## config.mk

```make
export PLATFORM = sky130hd
export DESIGN_NAME = ddr_lane_scheduler
export DESIGN_NICKNAME = d
export VERILOG_FILES = /design/src/rtl/ddr_lane_pkg.sv /design/src/rtl/ddr_lane_scheduler_rr_arbiter.sv /design/src/rtl/ddr_lane_scheduler.sv
export SDC_FILE = /design/constraint.sdc
export NUM_CORES = 1
export LEC_CHECK = 0
export CAP_MARGIN = 0
export CORE_MARGIN = 5
export CORE_UTILIZATION = 32
export CTS_BUF_LIST = sky130_fd_sc_hd__clkbuf_8 sky130_fd_sc_hd__clkbuf_16
export DETAILED_ROUTE_END_ITERATION = 10
export GPL_TIMING_DRIVEN = 0
export PLACE_DENSITY_LB_ADDON = 0.3
export SLEW_MARGIN = 15
export SYNTH_ARGS = -nofsm -noshare
export SYNTH_HDL_FRONTEND = slang
export SYNTH_HIERARCHICAL = 1
export SYNTH_SLANG_ARGS = --single-unit
```

## constraint.sdc

```tcl
create_clock -name clk -period 6.7 [get_ports clk]
set_clock_uncertainty 0.15 [all_clocks]
set_input_delay 1.005 -clock clk [delete_from_list [all_inputs] [get_ports clk]]
set_output_delay 1.005 -clock clk [all_outputs]
set_load 0.01 [all_outputs]
```

## src/rtl/ddr_lane_pkg.sv

```systemverilog
// rtl/ddr_lane_pkg.sv - shared types and sizing helpers for the DDR lane scheduler
package ddr_lane_pkg;

  typedef enum logic [1:0] {
    S_IDLE = 2'd0,
    S_SEND = 2'd1,
    S_GAP  = 2'd2
  } state_t;

  // Default configuration; instances size themselves from their own parameters
  localparam int DEF_NREQ  = 4;
  localparam int DEF_WIDTH = 16;
  localparam int DEF_GAP   = 0;
  localparam int PAIRS     = DEF_WIDTH / 2;
  localparam int IDW       = $clog2(DEF_NREQ);
  localparam int CW        = $clog2(PAIRS + DEF_GAP + 1);

  // Counter width able to hold 0..n-1, never narrower than one bit
  function automatic int cnt_width(input int n);
    return (n > 1) ? $clog2(n) : 1;
  endfunction

endpackage

```

## src/rtl/ddr_lane_scheduler_rr_arbiter.sv

```systemverilog
// rtl/ddr_lane_scheduler_rr_arbiter.sv - combinational round-robin pick starting at ptr
module rr_arbiter #(
  parameter int NREQ = 4,
  parameter int IDW  = $clog2(NREQ)
) (
  input  logic [NREQ-1:0] req,
  input  logic [IDW-1:0]  ptr,
  input  logic            en,
  output logic [NREQ-1:0] gnt,
  output logic [IDW-1:0]  idx,
  output logic            any
);

  logic [IDW-1:0] cand;

  // Scan offsets from farthest to nearest so the nearest valid at/after ptr wins last
  always_comb begin
    gnt  = '0;
    idx  = '0;
    any  = 1'b0;
    cand = '0;
    for (int off = NREQ - 1; off >= 0; off--) begin
      cand = IDW'((int'(ptr) + off) % NREQ);
      if (en && req[cand]) begin
        gnt       = '0;
        gnt[cand] = 1'b1;
        idx       = cand;
        any       = 1'b1;
      end
    end
  end

endmodule

```

## src/rtl/ddr_lane_scheduler.sv

```systemverilog
// rtl/ddr_lane_scheduler.sv - round-robin scheduler serialising frames onto one DDR lane
module ddr_lane_scheduler
  import ddr_lane_pkg::*;
#(
  parameter int NREQ  = 4,
  parameter int WIDTH = 16,
  parameter int GAP   = 0
) (
  input  logic                     clk,
  input  logic                     rst_n,
  input  logic [NREQ-1:0]          req_valid,
  input  logic [NREQ*WIDTH-1:0]    req_data,
  output logic [NREQ-1:0]          req_ready,
  output logic                     lane_rise,
  output logic                     lane_fall,
  output logic                     lane_en,
  output logic [$clog2(NREQ)-1:0]  grant_id,
  output logic                     busy
);

  localparam int NPAIRS = WIDTH / 2;
  localparam int ID_W   = $clog2(NREQ);
  localparam int C_W    = cnt_width(NPAIRS + GAP + 1);
  localparam logic [C_W-1:0]  LAST_PAIR = C_W'(NPAIRS - 1);
  localparam logic [C_W-1:0]  LAST_GAP  = C_W'((GAP > 0) ? GAP - 1 : 0);
  localparam logic [ID_W-1:0] LAST_REQ  = ID_W'(NREQ - 1);

  state_t            state, state_nx;
  logic [WIDTH-1:0]  sr;
  logic [C_W-1:0]    cnt;
  logic [ID_W-1:0]   ptr;
  logic [NREQ-1:0]   gnt;
  logic [ID_W-1:0]   win_idx;
  logic              win_any;
  logic [WIDTH-1:0]  win_frame;

  // Arbitration is only live in IDLE; rst_n gates it so no ready leaks out while held in reset
  rr_arbiter #(.NREQ(NREQ), .IDW(ID_W)) u_arb (
    .req (req_valid),
    .ptr (ptr),
    .en  ((state == S_IDLE) && rst_n),
    .gnt (gnt),
    .idx (win_idx),
    .any (win_any)
  );

  // Select the winning requester's frame with constant slices
  always_comb begin
    win_frame = '0;
    for (int i = 0; i < NREQ; i++) begin
      if (gnt[i]) win_frame = req_data[i*WIDTH +: WIDTH];
    end
  end

  // Next-state decode and lane outputs, all derived from registered state
  always_comb begin
    state_nx  = state;
    req_ready = gnt;
    lane_en   = 1'b0;
    lane_rise = 1'b0;
    lane_fall = 1'b0;
    busy      = (state != S_IDLE);
    case (state)
      S_IDLE: if (win_any) state_nx = S_SEND;
      S_SEND: begin
        lane_en   = 1'b1;
        lane_rise = sr[WIDTH-1];
        lane_fall = sr[WIDTH-2];
        if (cnt == LAST_PAIR) state_nx = (GAP > 0) ? S_GAP : S_IDLE;
      end
      S_GAP:  if (cnt == LAST_GAP) state_nx = S_IDLE;
      default: state_nx = S_IDLE;
    endcase
  end

  // State, shift register, pair/gap counter, RR pointer and grant register
  always_ff @(posedge clk or negedge rst_n) begin
    if (!rst_n) begin
      state    <= S_IDLE;
      sr       <= '0;
      cnt      <= '0;
      ptr      <= '0;
      grant_id <= '0;
    end else begin
      state <= state_nx;
      case (state)
        S_IDLE: if (win_any) begin
          sr       <= win_frame;
          grant_id <= win_idx;
          ptr      <= (win_idx == LAST_REQ) ? '0 : win_idx + 1'b1;
          cnt      <= '0;
        end
        S_SEND: begin
          sr  <= sr << 2;
          cnt <= (cnt == LAST_PAIR) ? '0 : cnt + 1'b1;
        end
        S_GAP:  cnt <= (cnt == LAST_GAP) ? '0 : cnt + 1'b1;
        default: cnt <= '0;
      endcase
    end
  end

endmodule
```

=== After elaboration in Yosys (flattened, before gate mapping) ===
Index checks and enable logic that the tools add are counted.

* Flip-flop bits (word level): 26
* Output and inout port bits: 10

* $add $sub $neg: 5
* Magnitude comparators: 8
* Equality and inequality tests: 7
* Mux-type cells: 46
* Reduce and logical (&&, ||, !) cells: 16

{| class="wikitable"
|+ Operators by type and width
! cell !! count
|-
| $mux 16 || 5
|-
| $pmux 16 s2 || 1
|-
| $mux 4 || 7
|-
| $mux 2 || 8
|-
| $mux 1 || 15
|-
| $lt 2x3->1 const B || 4
|-
| $pmux 4 s3 || 1
|-
| $logic_and 1x1->1 || 9
|-
| $bmux 1 s2 || 4
|-
| $demux 1 s2 || 4
|-
| $ge 2x1->1 const B || 4
|-
| $pmux 2 s3 || 1
|-
| $add 2x1->2 const B || 2
|-
| $add 2x2->2 const B || 2
|-
| $add 4x1->4 const B || 1
|-
| $eq 2x2->1 const B || 2
|-
| $eq 4x3->1 const B || 1
|-
| $logic_not 4->1 || 1
|-
| $ne 2x2->1 const B || 2
|-
| $reduce_and 2->1 || 2
|-
| $reduce_bool 2->1 || 2
|-
| $reduce_and 3->1 || 1
|-
| $eq 2x1->1 const B || 1
|-
| $logic_not 2->1 || 1
|-
| $ne 2x1->1 const B || 1
|}

=== Logic depth before layout (Yosys ltp) ===
Gate-level depths: netlist of the first run.

* Depth in word-level cells: 15
* Gate-level depth with buffers: 13

=== Modules after synthesis ===
Netlist of the first run, hierarchy kept.

{| class="wikitable"
|+ Modules (own cells, without submodules)
! module !! times used !! cells an instance !! area an instance (µm²)
|-
| ddr_lane_scheduler || 1 || 148 || 1675.4
|-
| rr_arbiter || 1 || 73 || 548.0
|}

=== Worst setup path after synthesis of the first run ===
No wires, ideal clock.

* Kind: input to output
* From: in req_valid[1]
* To: out req_ready[0]
* Arrival time: 2373 ps
* Data required time: 5545 ps
* Path slack: 3172 ps
* Stages: 5
* Path buffers: 1
* Path through: buf_4 or3b_1 a211oi_2 o21ai_0 a31oi_1

* Word-level cells in the longest chain between the ends: 7
* Elaborated cells on any way between the ends: 16
* Classes of those cells: mux: 12; reduce/logical: 4

{| class="wikitable"
|+ Ends and longest elaborated chain
! what !! RTL line !! text
|-
| from (decl) || ddr_lane_scheduler.sv:11 || <nowiki>input logic [NREQ-1:0] req_valid,</nowiki>
|-
| $bmux 1 s2 || ddr_lane_scheduler_rr_arbiter.sv:24 || <nowiki>if (en && req[cand]) begin</nowiki>
|-
| $mux 1 (implied by the code) || ddr_lane_scheduler_rr_arbiter.sv:24 ||
|-
| $logic_and 1x1->1 || ddr_lane_scheduler_rr_arbiter.sv:24 ||
|-
| $mux 4 (3 in series) || ddr_lane_scheduler_rr_arbiter.sv:24 ||
|-
| $mux 4 * || ddr_lane_scheduler_rr_arbiter.sv:24 ||
|-
| to (decl) || ddr_lane_scheduler.sv:13 || <nowiki>output logic [NREQ-1:0] req_ready,</nowiki>
|}

Every way passes the cells marked *; elsewhere a longest branch is shown, timed or not. The select of a mux whose other input is x is not followed.

=== Worst setup path after layout of the first run ===
* From: in rst_n
* To: out req_ready[0]

* Word-level cells in the longest chain between the ends: 6
* Elaborated cells on any way between the ends: 9
* Classes of those cells: mux: 4; reduce/logical: 5

{| class="wikitable"
|+ Ends and longest elaborated chain
! what !! RTL line !! text
|-
| from (decl) || ddr_lane_scheduler.sv:10 || <nowiki>input logic rst_n,</nowiki>
|-
| $logic_and 1x1->1 * || ddr_lane_scheduler.sv:41 || <nowiki>.en ((state == S_IDLE) && rst_n),</nowiki>
|-
| $logic_and 1x1->1 || ddr_lane_scheduler_rr_arbiter.sv:24 ||
|-
| $mux 4 (3 in series) || ddr_lane_scheduler_rr_arbiter.sv:24 ||
|-
| $mux 4 * || ddr_lane_scheduler_rr_arbiter.sv:24 ||
|}

Every way passes the cells marked *; elsewhere a longest branch is shown, timed or not.

==> results of run 1 <==
state kept, by name, summed over array words and instances, names as in the netlist:
| register | cells |
|---|---|
| sr | 16 |
| cnt | 4 |
| ptr | 2 |
| grant_id | 2 |
| state | 1 |
metrics by stage:
step	cell area (sq um)	utilization (%)	setup WS, ns	hold slack (ns)	power, W
finish	3170	46.6	1.79	0.351	0.00102
global route	3170	46.6	1.46	0.377	0.00111
CTS	3170	46.7	0.901	0.354	0.00103
detailed placement	3120	46.0	0.935	0.341	0.000935
global placement	3120	46.0	0.936	0.330	0.000925
floorplan	2220	-	3.17	0.299	0.000736
per-layer routing:
layer | track usage, % | up-vias | share of wire (%)
met5 | 0 | - | 0
met2 | 23.2 | 57 | 48
li1 | - | 1033 | -
met3 | 2.74 | 4 | 5.9
met1 | 19.4 | 981 | 45
met4 | 3.05 | 0 | 0.94
critical path: cells and delay by family:
family                 cells  cell delay (ns)
buffers and inverters      3             1.34
AOI/OAI and AO/OA          3             1.03
and+or+nand+nor            2             0.38
cell usage after synthesis, types with 2 or more instances:
cell,count
dfrtp_1,25
a21oi_1,19
o22ai_1,17
a221oi_2,14
nor3b_1,12
o31ai_2,10
ha_1,9
nor2_1,9
buf_6,7
mux2_2,7
o31ai_1,7
nand2_1,6
nand3_1,6
buf_2,5
buf_4,5
nor2b_1,5
o21ai_0,5
a22o_1,4
a22oi_1,4
a31oi_1,4
and2_1,4
inv_1,4
nand2b_1,3
a211oi_2,2
a221oi_1,2
clkbuf_1,2
mux2_4,2
mux2i_1,2
nand3b_1,2
or3b_1,2
cell type report:
type	count	area share, %
Sequential cell	25	19.7
Clock buffer	3	1.30
Clock inverter	1	0.276
Timing Repair Buffer	78	24.5
Buffer	20	5.33
Multi-Input combinational cell	172	44.6
Tap cell	96	3.79
Inverter	4	0.474
cells by family (layout without fill, tap and decap cells):
family | count (synthesis) | in the layout | share of synthesized area, %
flops | 25 | 25 | 28.1
simple gates | 54 | 54 | 15.0
fa+ha+maj | 9 | 9 | 5.06
mux | 12 | 12 | 6.30
buf+inv | 24 | 106 | 8.27
xor+xnor | 1 | 1 | 0.394
compound gates | 96 | 96 | 36.9
report_power, final:
group          internal, W  leakage [nW]  total [W]  switching [W]
Clock            0.0000436        0.0261  0.0000954      0.0000518
Sequential        0.000201         0.333   0.000238      0.0000372
Combinational     0.000341         0.859   0.000691       0.000349
worst paths after layout:
kind,startpoint,end,slack [ns],depth (start not counted)
worst max-delay path,rst_n,req_ready[0],1.79,8
worst min-delay path,sr[7],sr[9],0.35,2
worst max register to register,ptr[0],sr[6],3.02,11
worst min register to register,sr[7],sr[9],0.35,2
max in group asynchronous,rst_n,sr[8],5.45,1
min in group asynchronous,rst_n,sr[5],0.56,1
==> metrics.md, run 1 <==
| Metric | Value |
|---|---|
| GPL Wtd Cong | `about 0.84` |
| Layout overhead on the synthesized area | `42.5%` |
| H-tree level count | `1` |
| Multi-input gate area | `roughly 0.0014 sq mm` |
| Top FF cell, synth | `dfrtp_1` |
| Clock root buffer | `clkbuf_8` |
| Post-synth top area share | `28.1%` |
| Slowest-stage cell, CP | `clkdlybuf4s50_1` |
| Clock Sinks | `25` |
| Hold Path Class | `register to register` |
| DRC errors left | `0` |
| Clock Tree Buf Depth | `2` |
| Global-route wire length before repair | `around 10000 um` |
| Yosys warns | `6` |
| Core Region | `0.00679 sq mm` |
| Register area share after synthesis | `about 28%` |
| Setup TNS | `0 ns` |
| Die area | `0.00872 sq mm` |
| Final Cycle Share | `around three quarters` |
| I/O pin count | `80` |
| Crit-path max cell delay | `0.66 ns` |
| Share of cells above drive strength 1 | `approximately 20%` |
| Fmax | `204 MHz` |
| Pins over their slew limit | `0` |
| Commonest non-fill, non-tap cell in the layout | `clkdlybuf4s50_1` |
| Syn_nets | `300` |
| Status | `finished clean` |
| Final net count | `about 380` |
| First-pass DRT Iterations | `4` |
| Clock insertion delay at the later pin of the skew report | `approximately 0.28 ns` |
| DR vias/cell | `5.20` |
| Most frequent cells in the layout | `clkdlybuf4s50_1, dfrtp_1, a21oi_1` |
| Crit end category | `output port` |
| Largest net degree at the start of global routing | `27` |
| Area contributors post-synth | `dfrtp_1, a221oi_2, o31ai_2` |
| Die Height | `~93 um` |
| Startpoint types | `input port` |
| CTS tree | `yes` |
| Final Hold Viols | `0` |
| Register area | `626 sq um` |
| Starting Density | `32.7%` |
| Antenna violations before repair | `0` |
| Post-synthesis area per instance | `around 10 sq um` |
| Num CTS Buffers | `3` |
| Drt initial violations | `between 100 and 150` |
| Most used cell, CP | `buf_2` |
| Row Count | `30` |
| Vias | `a little over 2000` |
| Port bufs | `slightly below 80` |
| Vias in the first global route | `2089` |
| DR WL/cell | `approximately 15 um` |
| Dpl cells | `between 300 and 400` |
| Post-synth cell types | `46` |
| Syn Inst Count | `221` |
| Final ANT Viol Nets | `0` |
| Non-Filler Instances | `399` |
| EDFF count, synth | `0` |
| Actual slew at the worst max-slew pin | `~0.65 ns` |
| Number of synthesized register bits | `25` |
| Cell taking the most area after synthesis | `dfrtp_1` |
| Slew Limit Headroom | `56.4%` |
| PwrDens | `323 mW/mm^2` |
| Max-Cap Viols | `0` |
| Synthesized cell area | `roughly 0.0022 sq mm` |
| Req. time, crit path | `approximately 5.5 ns` |
| Tmin final | `around 4.9 ns` |
| Ant. Diodes | `0` |
| Die Span X | `approximately 93 um` |
| Post-CTS Resized | `0` |
| Filler cells | `roughly 650` |
| Ys async rst share | `100%` |
| Post-CTS Repair Setup Buffers | `0` |
| All-Layer GR Usage | `between 10% and 20%` |
| Critical path data arrival time | `around 3.8 ns` |
| Crit path kind | `input port to output port` |
| Clock transition at path regs | `roughly 0.10 ns` |
| Detail Placement HPWL | `4950 um` |
| Crit-path cells | `buf_2 > nor2b_1 > buf_2 > nand2_1 > a211oi_2 > o21ai_0 > a31oi_1 > clkdlybuf4s50_1` |
| Grt total ovfl | `0` |
| Final wirelength | `~6000 um` |
| Leakage | `between 1 and 1.5 nW` |
| Crit path max fanout | `26` |
| Hold-fix buffers at CTS | `0` |
| Maximum vdd drop | `0.179 mV` |
| # setup viols final | `0` |
| RSZ-0062 raised after global routing | `false` |
Note: power is estimated with default switching activity, not from simulation.
==> run 2: changes to the inputs <==
clock period = 4.4 ns   (was 6.7 ns; I/O delays follow)
==> run 2 against run 1 <==
Effect of this change:
- worst setup slack got worse by 1.5 ns
- die area unchanged
- sequential power rose by 53%
- design area increased by 0.67%
- critical endpoint unchanged
- largest power group unchanged
==> metrics.md, run 2 (synthesis results as in run 1) <==
| Metric | Value |
|---|---|
| Grt total ovfl | `0 (unchanged)` |
| Max-Cap Viols | `0 (unchanged)` |
| RSZ-0062 raised after global routing | `false (unchanged)` |
| Row Count | `30 (unchanged)` |
| Clock Tree Buf Depth | `2 (unchanged)` |
| Crit end category | `output port (unchanged)` |
| Final Cycle Share | `between 90% and 100%` |
| Layout overhead on the synthesized area | `43.5% (was 42.5%)` |
| Pins over their slew limit | `0 (unchanged)` |
| Share of cells above drive strength 1 | `21.3% (was 20.5%)` |
| First-pass DRT Iterations | `5 (was 4)` |
| Status | `finished clean (unchanged)` |
| Vias | `2079 (was 2075)` |
| Die Span X | `93.4 um (unchanged)` |
| Leakage | `1.23 nW (was 1.22 nW)` |
| Most frequent cells in the layout | `clkdlybuf4s50_1, dfrtp_1, a21oi_1 (unchanged)` |
| Crit path max fanout | `10 (was 26)` |
| Drt initial violations | `122 (was 138)` |
| Critical path data arrival time | `3.31 ns (was 3.76 ns)` |
| Final wirelength | `6120 um (was 6040 um)` |
| GPL Wtd Cong | `0.841 (unchanged)` |
| Hold Path Class | `input port to asynchronous set/reset pin (was register to register)` |
| Die area | `0.00872 sq mm (unchanged)` |
| PwrDens | `492 mW/mm^2 (was 323 mW/mm^2)` |
| DR vias/cell | `5.18 (was 5.20)` |
| Max reg flops | `16 (unchanged)` |
| Clock root buffer | `clkbuf_8 (unchanged)` |
| Startpoint types | `register (was input port)` |
| Clock Sinks | `25 (unchanged)` |
| DRC errors left | `0 (unchanged)` |
| Global-route wire length before repair | `10100 um (unchanged)` |
| Core Region | `0.00679 sq mm (unchanged)` |
| # setup viols final | `0 (unchanged)` |
| Crit path kind | `register to output port (was input port to output port)` |
| Hold_ws | `0.215 ns (was 0.351 ns)` |
| All-Layer GR Usage | `14.2% (unchanged)` |
| Req. time, crit path | `3.59 ns (was 5.54 ns)` |
| Vias in the first global route | `2089 (unchanged)` |
| Design area | `0.00319 sq mm (was 0.00317 sq mm)` |
| Clock insertion delay at the later pin of the skew report | `0.28 ns (about the same)` |
| Final ANT Viol Nets | `0 (unchanged)` |
| Largest net degree at the start of global routing | `27 (unchanged)` |
| Non-Filler Instances | `401 (was 399)` |
| Layout Utilization | `47.0% (was 46.6%)` |
| Die Height | `93.4 um (unchanged)` |
| Antenna violations before repair | `0 (unchanged)` |
| Biggest register | `sr (unchanged)` |
| Slew Limit Headroom | `56.2% (was 56.4%)` |
| Regs by FF count | `sr: 16 flops, cnt: 4 flops (unchanged)` |
| Commonest non-fill, non-tap cell in the layout | `clkdlybuf4s50_1 (unchanged)` |
| Area after DPL | `0.00312 sq mm (unchanged)` |
| Detail Placement HPWL | `4950 um (unchanged)` |
| Filler cells | `650 (was 648)` |
| Final Hold Viols | `0 (unchanged)` |
| Num CTS Buffers | `3 (unchanged)` |
| H-tree level count | `1 (unchanged)` |
| Final net count | `385 (was 383)` |
| Tmin final | `roughly 4 ns` |
| DR WL/cell | `15.2 um (was 15.1 um)` |
| Maximum vdd drop | `0.272 mV (was 0.179 mV)` |
| Hold-fix buffers at CTS | `0 (unchanged)` |
| Ant. Diodes | `0 (unchanged)` |
| Starting Density | `32.7% (unchanged)` |
| Port bufs | `78 (unchanged)` |
| Dpl cells | `395 (unchanged)` |
| CTS tree | `yes (unchanged)` |
| Actual slew at the worst max-slew pin | `0.655 ns (was 0.651 ns)` |
| Clock transition at path regs | `0.10 ns (about the same)` |
| Fmax | `243 MHz` |
| I/O pin count | `80 (unchanged)` |
==> run 2: changes by cell type in the layout (fill, tap and decap cells not counted) <==
| cell | change |
|---|---|
| a31oi_1 | -1 |
| buf_4 | +2 |
| a31oi_2 | +1 |
==> run 2: final timing paths <==
| kind | startpoint | endpoint | slack, ns | depth (start not counted) |
|---|---|---|---|---|
| worst min register to register | sr[7] | sr[9] | 0.35 | 2 |
| min in group clk | sr[7] | sr[9] | 0.35 | 2 |
| worst max register to register | ptr[0] | sr[6] | 0.97 | 11 |
| worst max-delay path | ptr[0] | req_ready[0] | 0.28 | 8 |
| max in group asynchronous | rst_n | sr[8] | 3.50 | 1 |
| worst min-delay path | rst_n | sr[5] | 0.22 | 1 |
==> run 2: final cells by class <==
class	count	area, sq um	share of cell area [%]
multi-input cells	172	1420	44.5
clock inverters	1	8.76	0.275
repair buffers	80	791	24.8
well taps	96	120	3.76
plain buffers	20	169	5.29
inverters	4	15.0	0.471
clock buffers	3	41.3	1.29
flip-flops and latches	25	626	19.6
==> run 2: routing by layer <==
metal	track usage, %	wire length (um)	vias to the layer above	part of all wire (%)
li1	-	-	1040	-
met1	19.4	2700	972	44
met2	23.2	2980	61	49
met3	2.74	363	6	5.9
met4	3.05	70	0	1.1
met5	0	0	-	0
==> run 2: worst max-delay path: stages (launching register included) <==
cell and delay [ns]:
dfrtp_1 0.52, buf_6 0.19, inv_1 0.09, ha_1 0.39
or3b_1 0.39, a211oi_2 0.35, o21ai_0 0.15, a31oi_2 0.34
clkdlybuf4s50_1 0.61
==> run 2: what timing repair did <==
action,4_1_cts,5_1_grt
setup endpoints to repair,12,1
resized for setup,4,2
buffers inserted,0,2
pin swaps,0,1
==> run 2: power by group <==
group | total, W | switching [W] | internal [W] | leakage (nW)
sequential | 0.000363 | 0.0000569 | 0.000306 | 0.333
combinational | 0.00106 | 0.000534 | 0.000526 | 0.870
clock | 0.000145 | 0.0000789 | 0.0000664 | 0.0261
==> run 2: through the flow <==
| stage | setup WS, ns | setup TNS, ns | power [W] |
|---|---|---|---|
| floorplan | 1.25 | 0 | 0.00112 |
| global placement | -0.674 | -4.80 | 0.00141 |
| detailed placement | -0.675 | -5.01 | 0.00142 |
| CTS | 0.000630 | 0 | 0.00157 |
| global route | 0.0144 | 0 | 0.00170 |
| finish | 0.281 | 0 | 0.00157 |
==> run 3: changes to the inputs <==
ABC_CLOCK_PERIOD_IN_PS = 4400   (was not set)
SKIP_LAST_GASP = 1   (was not set)
==> results of run 3 <==
Final layout, timing and power as in run 2 (identical DEF).
